==> src/rtl/sd_spi_responder.sv <==
// SD-card SPI-mode responder: answers CMD0/CMD55/ACMD41/CMD17 and streams
// one 512-byte block fetched byte-by-byte from a MasterCLK-side memory port.
module sd_spi_responder #(
  parameter int INIT_RETRIES = 3,
  parameter int READ_GAP     = 2
) (
  input  logic        MasterCLK,
  input  logic        Reset,
  input  logic        SPI_CLK,
  input  logic        SPI_CS,
  input  logic        SPI_MOSI,
  output logic        SPI_MISO,
  output logic        ReadReq,
  output logic [31:0] ReadAddr,
  output logic [8:0]  ReadIndex,
  input  logic [7:0]  ReadData,
  output logic        CardReady
);

  typedef enum logic [2:0] {
    S_CMD_RX, S_NCR, S_R1, S_GAP, S_TOKEN, S_DATA, S_CRC
  } state_t;

  state_t      state_q, state_d;
  logic [2:0]  sclk_q, sclk_d;        // SPI_CLK sync (2 flops) + edge-detect flop
  logic [1:0]  cs_q, cs_d;
  logic [1:0]  mosi_q, mosi_d;
  logic [7:0]  rx_q, rx_d;
  logic [7:0]  tx_q, tx_d;
  logic        miso_q, miso_d;
  logic [2:0]  bit_q, bit_d;
  logic [2:0]  frame_q, frame_d;      // 0: hunting for start byte, 1..4: arg, 5: CRC
  logic [5:0]  cmd_q, cmd_d;
  logic [31:0] arg_q, arg_d;
  logic [7:0]  r1_q, r1_d;
  logic [8:0]  cnt_q, cnt_d;          // gap / data / crc byte counter
  logic        ready_q, ready_d;
  logic        app_q, app_d;
  logic [7:0]  retry_q, retry_d;
  logic        req_q, req_d;
  logic [8:0]  index_q, index_d;
  logic [31:0] addr_q, addr_d;
  logic        fetch_q, fetch_d;      // ReadReq delayed one cycle; ReadData valid next
  logic [7:0]  buf_q, buf_d;

  logic       rise, fall, cs_active;
  logic [7:0] rx_byte;

  assign rise      = sclk_q[1] & ~sclk_q[2];
  assign fall      = ~sclk_q[1] & sclk_q[2];
  assign cs_active = ~cs_q[1];
  assign rx_byte   = {rx_q[6:0], mosi_q[1]};

  assign SPI_MISO  = miso_q;
  assign ReadReq   = req_q;
  assign ReadAddr  = addr_q;
  assign ReadIndex = index_q;
  assign CardReady = ready_q;

  // Bit engine, frame collection, command decode and response sequencing
  always_comb begin
    state_d = state_q;
    sclk_d  = {sclk_q[1:0], SPI_CLK};
    cs_d    = {cs_q[0], SPI_CS};
    mosi_d  = {mosi_q[0], SPI_MOSI};
    rx_d    = rx_q;
    tx_d    = tx_q;
    miso_d  = miso_q;
    bit_d   = bit_q;
    frame_d = frame_q;
    cmd_d   = cmd_q;
    arg_d   = arg_q;
    r1_d    = r1_q;
    cnt_d   = cnt_q;
    ready_d = ready_q;
    app_d   = app_q;
    retry_d = retry_q;
    req_d   = 1'b0;
    index_d = index_q;
    addr_d  = addr_q;
    fetch_d = req_q;
    buf_d   = fetch_q ? ReadData : buf_q;

    if (!cs_active) begin
      bit_d   = '0;
      miso_d  = 1'b1;
      tx_d    = 8'hFF;
      state_d = S_CMD_RX;
      frame_d = '0;
    end else if (rise) begin
      rx_d  = rx_byte;
      bit_d = bit_q + 3'd1;
      if (bit_q == 3'd7) begin
        // Byte boundary: pick the next TX byte; its MSB goes out on the next fall.
        tx_d = 8'hFF;
        case (state_q)
          S_CMD_RX: begin
            if (frame_q == 3'd0) begin
              if (rx_byte[7:6] == 2'b01) begin
                cmd_d   = rx_byte[5:0];
                frame_d = 3'd1;
              end
            end else if (frame_q != 3'd5) begin
              arg_d   = {arg_q[23:0], rx_byte};
              frame_d = frame_q + 3'd1;
            end else begin
              // CRC byte ends the frame; it is not checked.
              frame_d = '0;
              state_d = S_NCR;
              app_d   = 1'b0;
              if (cmd_q == 6'd0) begin
                r1_d    = 8'h01;
                ready_d = 1'b0;
                retry_d = '0;
              end else if (cmd_q == 6'd55) begin
                r1_d  = ready_q ? 8'h00 : 8'h01;
                app_d = 1'b1;
              end else if (cmd_q == 6'd41 && app_q) begin
                if (retry_q < 8'(INIT_RETRIES)) begin
                  r1_d    = 8'h01;
                  retry_d = retry_q + 8'd1;
                end else begin
                  r1_d    = 8'h00;
                  ready_d = 1'b1;
                end
              end else if (cmd_q == 6'd17) begin
                addr_d = arg_q;
                r1_d   = ready_q ? 8'h00 : 8'h05;
              end else begin
                r1_d = 8'h04 | {7'b0, ~ready_q};
              end
            end
          end
          S_NCR: begin
            state_d = S_R1;
            tx_d    = r1_q;
          end
          S_R1: begin
            cnt_d = '0;
            if (cmd_q == 6'd17 && r1_q == 8'h00) begin
              if (READ_GAP == 0) begin
                state_d = S_TOKEN;
                tx_d    = 8'hFE;
                req_d   = 1'b1;
                index_d = '0;
              end else begin
                state_d = S_GAP;
              end
            end else begin
              state_d = S_CMD_RX;
            end
          end
          S_GAP: begin
            if (cnt_q == 9'(READ_GAP - 1)) begin
              state_d = S_TOKEN;
              tx_d    = 8'hFE;
              req_d   = 1'b1;
              index_d = '0;
            end else begin
              cnt_d = cnt_q + 9'd1;
            end
          end
          S_TOKEN: begin
            state_d = S_DATA;
            tx_d    = buf_q;
            cnt_d   = '0;
            req_d   = 1'b1;
            index_d = 9'd1;
          end
          S_DATA: begin
            if (cnt_q == 9'd511) begin
              state_d = S_CRC;
              cnt_d   = '0;
            end else begin
              cnt_d = cnt_q + 9'd1;
              tx_d  = buf_q;
              // Prefetch one byte ahead; the last byte needs no successor.
              if (cnt_q != 9'd510) begin
                req_d   = 1'b1;
                index_d = cnt_q + 9'd2;
              end
            end
          end
          S_CRC: begin
            if (cnt_q == 9'd1) state_d = S_CMD_RX;
            else               cnt_d   = 9'd1;
          end
          default: state_d = S_CMD_RX;
        endcase
      end
    end else if (fall) begin
      // First fall of a byte presents the freshly loaded MSB without shifting.
      if (bit_q == 3'd0) begin
        miso_d = tx_q[7];
      end else begin
        tx_d   = {tx_q[6:0], 1'b1};
        miso_d = tx_q[6];
      end
    end
  end

  // State register with synchronous reset
  always_ff @(posedge MasterCLK) begin
    if (Reset) begin
      state_q <= S_CMD_RX;
      sclk_q  <= '0;
      cs_q    <= 2'b11;
      mosi_q  <= 2'b11;
      rx_q    <= '0;
      tx_q    <= 8'hFF;
      miso_q  <= 1'b1;
      bit_q   <= '0;
      frame_q <= '0;
      cmd_q   <= '0;
      arg_q   <= '0;
      r1_q    <= 8'hFF;
      cnt_q   <= '0;
      ready_q <= 1'b0;
      app_q   <= 1'b0;
      retry_q <= '0;
      req_q   <= 1'b0;
      index_q <= '0;
      addr_q  <= '0;
      fetch_q <= 1'b0;
      buf_q   <= '0;
    end else begin
      state_q <= state_d;
      sclk_q  <= sclk_d;
      cs_q    <= cs_d;
      mosi_q  <= mosi_d;
      rx_q    <= rx_d;
      tx_q    <= tx_d;
      miso_q  <= miso_d;
      bit_q   <= bit_d;
      frame_q <= frame_d;
      cmd_q   <= cmd_d;
      arg_q   <= arg_d;
      r1_q    <= r1_d;
      cnt_q   <= cnt_d;
      ready_q <= ready_d;
      app_q   <= app_d;
      retry_q <= retry_d;
      req_q   <= req_d;
      index_q <= index_d;
      addr_q  <= addr_d;
      fetch_q <= fetch_d;
      buf_q   <= buf_d;
    end
  end

endmodule

==> config.mk <==
export PLATFORM = sky130hd
export DESIGN_NAME = sd_spi_responder
export DESIGN_NICKNAME = d
export VERILOG_FILES = /design/src/rtl/sd_spi_responder.sv
export SDC_FILE = /design/constraint.sdc
export NUM_CORES = 1
export LEC_CHECK = 0
export ABC_AREA = 1
export BUFFER_PORTS_ARGS = -buffer_cell sky130_fd_sc_hd__clkbuf_2
export CORE_AREA = 2 2 151 94
export CTS_CLUSTER_DIAMETER = 150
export DETAILED_ROUTE_END_ITERATION = 12
export DIE_AREA = 0 0 153 96
export GPL_TIMING_DRIVEN = 0
export HOLD_SLACK_MARGIN = 0.08
export PLACE_DENSITY = 0.73
export SETUP_SLACK_MARGIN = 0.2
export SLEW_MARGIN = 20
export SYNTH_ARGS = -nofsm -noshare
export SYNTH_HDL_FRONTEND = slang
export SYNTH_SLANG_ARGS = --single-unit
==> constraint.sdc <==
create_clock -name MasterCLK -period 1.6 [get_ports MasterCLK]
set_input_delay 0.32 -clock MasterCLK [delete_from_list [all_inputs] [get_ports MasterCLK]]
set_output_delay 0.32 -clock MasterCLK [all_outputs]
set_load 0.02 [all_outputs]
==> out/metrics.cfg, run 1 <==
[outcome]
run_status=complete, but fails checks
violations=negative setup slack

[timing]
worst_pin_slew_ns=0.677
whs_ns=0.0882
slew_viol_final=0
relSlewSlack_pct=54.8
hold_viol=0
finClkSkew_ns=0.0103
rsz0062_at_grt=true
fin_ws_ns=-0.201
final.period_utilization_pct=113
finalSetupViolCount=101
timing.fmax_mhz=555
period_minus_slack_ns=1.80

[synthesis]
seq_area_frac_synth_pct=47.9
synth_fp_nets=836
syn_inst=812
ys_async_sr_fraction_pct=0
synth_ff_type=dfxtp_1
yosys_warnings=0
syn_area_per_cell_um2=7.36
ys_types=27
ys_ff_latch=143
synth.cell_area_um2=5980
synth-edff-count=0

[place]
dp_hpwl_mm=11.0
io_buffers=56
place_area_um2=6760
place_congestion=0.922
dp.cells=1043

[power]
p_leak_nw=3.26
ir_drop_mv=0.474
clkPwrFrac_pct=50.7
p_int_mw=5.68
p_comb_share_pct=2.3
seqPwrFrac_pct=47.0
p_per_area_nw_per_um2=920
p_sw_mw=1.90
sw_frac_of_total_pct=25.1

[global_route]
grt-busiest-layer=met1
grt_start_max_net_pins=17
grt_pass1_wl_mm=26.0
use_met2_pct=30.3
grtUsageMet3_pct=6.21
grtUsageMet1_pct=35.2
grt_pass1_vias=5065
globalRouteTotalUtil_pct=22.6
antenna_found_initial=0
overflow=0

[finish]
seq_area_um2=2900
drive_gt1_share_pct=35.0
final_cells=1117
num-nets-final=953
antennaDiodeCount=0
multi_input_area_um2=3280
fin_util_pct=61.8
syn_to_final_growth_pct=37.9
design_area_um2=8250
fillCellCount=1110

[worst_setup_path]
cp.arrival_ns=2.12
worst_r2r_endpoint=ReadAddr[8]$_SDFFE_PP0P_
critical_path.startpoint_type=flop
end_kind=flop
reg2reg_depth=10
r2r_setup_slack_ns=-0.20
cp.required_ns=1.92
critPathKind=reg2reg
crit_fanout=8
r2r-start=bit_q[0]$_SDFFE_PP0P_

[detailed_routing]
vias=5924
ant_nets=0
drt_wl_total_mm=17.2
drtPass1Iterations=6
drc=0
wire_per_inst_um=15.4
drtIter0Drc=547
vias_per_cell=5.30

[floorplan]
core_area_um2=13300
initial_core_util_pct=44.8
die_h_um=96
die-area_um2=14700
rows=33
chipWidth_um=153
pin_count=57

[clock_network]
h-tree-depth=4
clk_latency_ns=0.43
cts_tree=built
cts.reportedPaths.clkPinSlew_ns=0.06
clk_path_buf_depth=2
ctsRootBufferMaster=clkbuf_16
cts_buffers=17
numClockSinks=143

[flow_run]
maxCapViolCount=0

[worst_hold_path]
hold_path.class=in2reg
hp-start=SPI_CLK
hold_end=sclk_q[0]$_SDFF_PP0_
holdPathStages=3

[power by group through the flow]
stage	clock network [mW]	registers, mW	logic [mW]
after floorplan	0	3.65	0.0935
after global placement	0	3.65	0.146
after detailed placement	0	3.65	0.147
after CTS	3.83	3.57	0.162
after global routing	4.04	3.56	0.195
final	3.84	3.56	0.177
[layout make-up]
type / count / area share, %
multi-input combinational: 547 / 39.7
sequential: 143 / 35.2
timing repair buffer: 95 / 7.62
clock buffer: 17 / 5.16
inverter: 94 / 4.66
buffer: 30 / 3.16
tap: 175 / 2.66
clock inverter: 15 / 1.76
timing repair inverter: 1 / 0.0910
[cells in the mapped netlist, types with 8 or more instances]
cell,count,share of area [%]
dfxtp_1,143,48
nor2_1,130,8.2
o21ai_0,116,9.7
nand2_1,112,7.0
a21oi_1,89,7.5
inv_1,87,5.5
nand3_1,25,2.1
clkbuf_1,17,1.1
nor3_1,17,1.4
ha_1,11,2.3
nand4_1,8,0.84
nor2_2,8,0.84
o21ai_1,8,0.67
[sequential cells by signal, indices dropped and copies added (netlist names), 6 cells and up]
register and cells:
rx_q 7, cnt_q 9, buf_q 8, arg_q 32, ReadAddr 32, cmd_q 6
tx_q 8, ReadIndex 9, retry_q 8
[cell families (layout without fill, tap and decap cells)]
| group | after synthesis | count (layout) | share of synthesized area [%] |
|---|---|---|---|
| adders and majority gates | 11 | 11 | 2.30 |
| buffers and inverters | 124 | 252 | 8.58 |
| DFF | 143 | 143 | 47.9 |
| AOI/OAI and AO/OA | 218 | 218 | 18.5 |
| and+or+nand+nor | 316 | 318 | 22.8 |
[worst max path at each step]
stage / start / endpoint / slack, ns
2_1_floorplan: cnt_q[0]$_SDFFE_PP0P_ / ReadIndex[8]$_SDFFE_PP0P_ / -0.01
3_3_place_gp: cnt_q[1]$_SDFFE_PP0P_ / ReadIndex[8]$_SDFFE_PP0P_ / -0.30
3_5_place_dp: cnt_q[1]$_SDFFE_PP0P_ / ReadIndex[8]$_SDFFE_PP0P_ / -0.33
4_1_cts: bit_q[1]$_SDFFE_PP0P_ / ReadAddr[5]$_SDFFE_PP0P_ / -0.15
5_1_grt: bit_q[0]$_SDFFE_PP0P_ / cnt_q[3]$_SDFFE_PP0P_ / -0.27
6_report: bit_q[0]$_SDFFE_PP0P_ / ReadAddr[8]$_SDFFE_PP0P_ / -0.20
[placed cells by master, fill, tap and decap left out, types with 6 or more instances in the layout]
master	Yosys	final
dfxtp_4	0	7
nand2_4	0	6
o21ai_2	0	16
o21ai_0	116	68
nor2_1	130	111
nand3_4	1	11
nand4_1	8	8
nor2_4	3	15
dfxtp_1	143	127
nand3_2	4	7
nand2_1	112	80
nor2_2	8	16
a21oi_1	89	59
clkbuf_2	0	58
buf_4	3	30
dfxtp_2	0	9
inv_1	87	71
inv_4	0	6
buf_6	4	9
clkbuf_16	0	17
clkbuf_1	17	11
inv_2	2	11
nand3_1	25	13
a21oi_2	0	30
nand2_2	3	28
nor3_1	17	13
o21ai_1	8	40
[metal layers]
layer / vias to the layer above / wire (um)
li1: 2892 / -
met1: 2773 / 8590
met2: 241 / 7070
met3: 18 / 1440
met4: 0 / 152
met5: - / 0
[through the flow]
step	TNS (ns)	setup slack [ns]	power, mW
5_1_grt	-19.84	-0.269	7.80
6_report	-11.73	-0.201	7.58
4_1_cts	-6.46	-0.149	7.57
3_3_place_gp	-9.93	-0.301	3.80
2_1_floorplan	-0.0120	-0.0120	3.74
3_5_place_dp	-10.42	-0.330	3.80
[repair_timing]
| item | in CTS | in global routing |
|---|---|---|
| resized for setup | 83 | 113 |
| pin swaps | 23 | 45 |
| buffers inserted | 18 | 15 |
| hold buffers | 2 | 0 |
| endpoints found under the hold margin | 2 | 0 |
| setup endpoints to repair | 115 | 122 |
| gates cloned | 6 | 1 |
[critical path, cell delays in order, from the launching register on]
cell and delay, ns:
dfxtp_2 0.36, ha_4 0.14, ha_4 0.15, nand3_4 0.11, nor2_4 0.16, nand3_4 0.10, nor2_4 0.18, buf_6 0.18
buf_8 0.15, buf_12 0.11, a21oi_2 0.04
No activity file was read; power rests on OpenSTA's default activity.
==> run 2: changes to the inputs <==
--- a/config.mk
+++ b/config.mk
@@ -13,7 +13,7 @@
 export DIE_AREA = 0 0 153 96
 export GPL_TIMING_DRIVEN = 0
 export HOLD_SLACK_MARGIN = 0.08
-export PLACE_DENSITY = 0.73
+export PLACE_DENSITY = 0.7
 export SETUP_SLACK_MARGIN = 0.2
 export SLEW_MARGIN = 20
 export SYNTH_ARGS = -nofsm -noshare
==> constraint.sdc (replaced) <==
create_clock -name MasterCLK -period 1.7 [get_ports MasterCLK]
set_input_delay 0.34 -clock MasterCLK [delete_from_list [all_inputs] [get_ports MasterCLK]]
set_output_delay 0.34 -clock MasterCLK [all_outputs]
set_load 0.02 [all_outputs]
==> run 2 against run 1 <==
Compared with the run above:
- largest cell class unchanged
- sequential cell count unchanged
- the run still ends with negative setup slack left
- non-clock buffer count up 4
- worst hold slack better by 0.0043 ns
- critical endpoint is now ReadAddr[17]$_SDFFE_PP0P_
- die area unchanged
- worst setup slack better by 0.070 ns
- final area up 2.2%
- power down 4.6%
- count of clock-buffer cells in the layout unchanged
==> out/metrics.cfg, run 2 (synthesized netlist as in run 1, its figures left out) <==
[timing]
worst_pin_slew_ns=0.957  ; +0.279 ns
slew_viol_final=0  ; unchanged
hold_viol=0  ; unchanged
rsz0062_at_grt=true
fin_ws_ns=-0.131  ; +0.0702 ns
relSlewSlack_pct=36.2  ; -19 points
whs_ns=0.0925  ; +0.00429 ns
fin_setup_tns_ns=-2.65  ; +9.08 ns
final.period_utilization_pct=108  ; -4.9 points
finClkSkew_ns=0.0118  ; +0.00152 ns
finalSetupViolCount=62  ; -39%
timing.fmax_mhz=546  ; -1.6%
period_minus_slack_ns=1.83  ; +0.0298 ns

[clock_network]
ctsRootBufferMaster=clkbuf_16
clk_latency_ns=0.43  ; about the same
cts_tree=built
h-tree-depth=4  ; unchanged
numClockSinks=143  ; unchanged
cts.reportedPaths.clkPinSlew_ns=0.07  ; about the same
cts_buffers=17  ; unchanged
hold_buffers=0  ; -2
clk_path_buf_depth=2  ; unchanged

[detailed_routing]
drt_wl_total_mm=18.2  ; +5.3%
vias_per_cell=5.33  ; +0.45%
drc=0  ; unchanged
wire_per_inst_um=16.2  ; +4.9%
vias=5972  ; +0.81%
ant_nets=0  ; unchanged
drtPass1Iterations=5  ; -1
drtIter0Drc=602  ; +10%

[worst_setup_path]
critical_path.startpoint_type=flop
end_kind=flop
cp.required_ns=2.06  ; +0.14 ns
critPathKind=reg2reg
cp.arrival_ns=2.20  ; +0.08 ns
crit_fanout=10  ; +2

[floorplan]
rows=33  ; unchanged
initial_core_util_pct=44.8  ; unchanged
core_area_um2=13300  ; unchanged
chipWidth_um=153  ; unchanged
die_h_um=96  ; unchanged
pin_count=57  ; unchanged
die-area_um2=14700  ; unchanged

[finish]
final_common_cell=dfxtp_1
drive_gt1_share_pct=35.0  ; -0.042 points
syn_to_final_growth_pct=40.9
num-nets-final=957  ; +0.42%
final_cell_mix=132 x dfxtp_1, 112 x nor2_1, 92 x nand2_1
antennaDiodeCount=0  ; unchanged

[global_route]
grt_pass1_wl_mm=27.2  ; +4.7%
antenna_found_initial=0  ; unchanged
globalRouteTotalUtil_pct=23.5  ; +0.92 points
grt_pass1_vias=5183  ; +2.3%
grt_start_max_net_pins=17  ; unchanged
overflow=0  ; unchanged

[place]
place_congestion=0.871  ; -5.5%
dp_hpwl_mm=10.8  ; -2.2%
io_buffers=56  ; unchanged
dp_slack_ns=-0.385  ; -0.0544 ns

[power]
p_leak_nw=3.31  ; +1.5%
p_per_area_nw_per_um2=859  ; -6.6%
ir_drop_mv=0.617  ; +30%

[worst_hold_path]
hold_path.class=in2reg

[outcome]
violations=negative setup slack
run_status=complete, but fails checks

[flow_run]
maxCapViolCount=0  ; unchanged

run 2: changes by cell type in the layout (fill, tap and decap cells not counted), sizes merged:
cell,delta
clkinv,-4
clkbuf,-2
clkinvlp,+1
buf,+8
dlygate4sd3,-2
inv,+2
bufinv,+1
run 2: cell type report:
type	count	area [um2]
Multi-Input combinational cell	547	3310
Inverter	94	378
Clock inverter	15	146
Fill cell	1052	4910
Sequential cell	143	2880
Timing Repair Buffer	99	772
Timing Repair inverter	1	11.3
Clock buffer	17	425
Buffer	30	279
Tap cell	175	219
run 2: final timing paths:
path | start | endpoint | slack, ns | depth (start not counted)
min reg2reg | sclk_q[0]$_SDFF_PP0_ | sclk_q[1]$_SDFF_PP0_ | 0.40 | 2
max reg2reg | frame_q[1]$_SDFFE_PP0P_ | ReadAddr[17]$_SDFFE_PP0P_ | -0.13 | 8
min | SPI_CLK | sclk_q[0]$_SDFF_PP0_ | 0.09 | 3
max | frame_q[1]$_SDFFE_PP0P_ | ReadAddr[17]$_SDFFE_PP0P_ | -0.13 | 8
run 2: where the power goes:
group	internal, mW	leakage, nW	switching (mW)
Sequential	3.36	1.16	0.00672
Combinational	0.0662	1.88	0.127
Clock	2.05	0.270	1.63
run 2: metal layers:
layer | track usage (%) | vias up | part of all wire (%)
met1 | 35.8 | 2750 | 48
met5 | 0 | - | 0
met2 | 32.4 | 262 | 42
met4 | 7.87 | 0 | 2.0
met3 | 5.45 | 44 | 8.4
li1 | - | 2916 | -
run 2: what timing repair did:
action | CTS | global route
pin swaps | 39 | 30
cloned | 11 | 1
resized for setup | 181 | 111
setup buffers | 17 | 17
hold endpoints to repair | 0 | 0
setup endpoints to repair | 115 | 118
run 2: per-stage QoR:
step | cells | cell area (um2) | power (mW) | util [%]
global placement | 1043 | 6550 | 3.57 | 49.1
CTS | 1103 | 7910 | 7.21 | 59.3
finish | 1121 | 8430 | 7.24 | 63.2
global route | 1121 | 8430 | 7.41 | 63.2
detailed placement | 1043 | 6550 | 3.57 | 49.1
floorplan | 812 | 6050 | 3.52 | -
run 2: critical path: stages, from the launching register on:
cell and delay [ns]:
dfxtp_1 0.32, inv_1 0.12, nand3_2 0.23, inv_1 0.20, nand3_2 0.13, nor2_4 0.23, buf_6 0.19, o21ai_0 0.16
a21oi_2 0.17
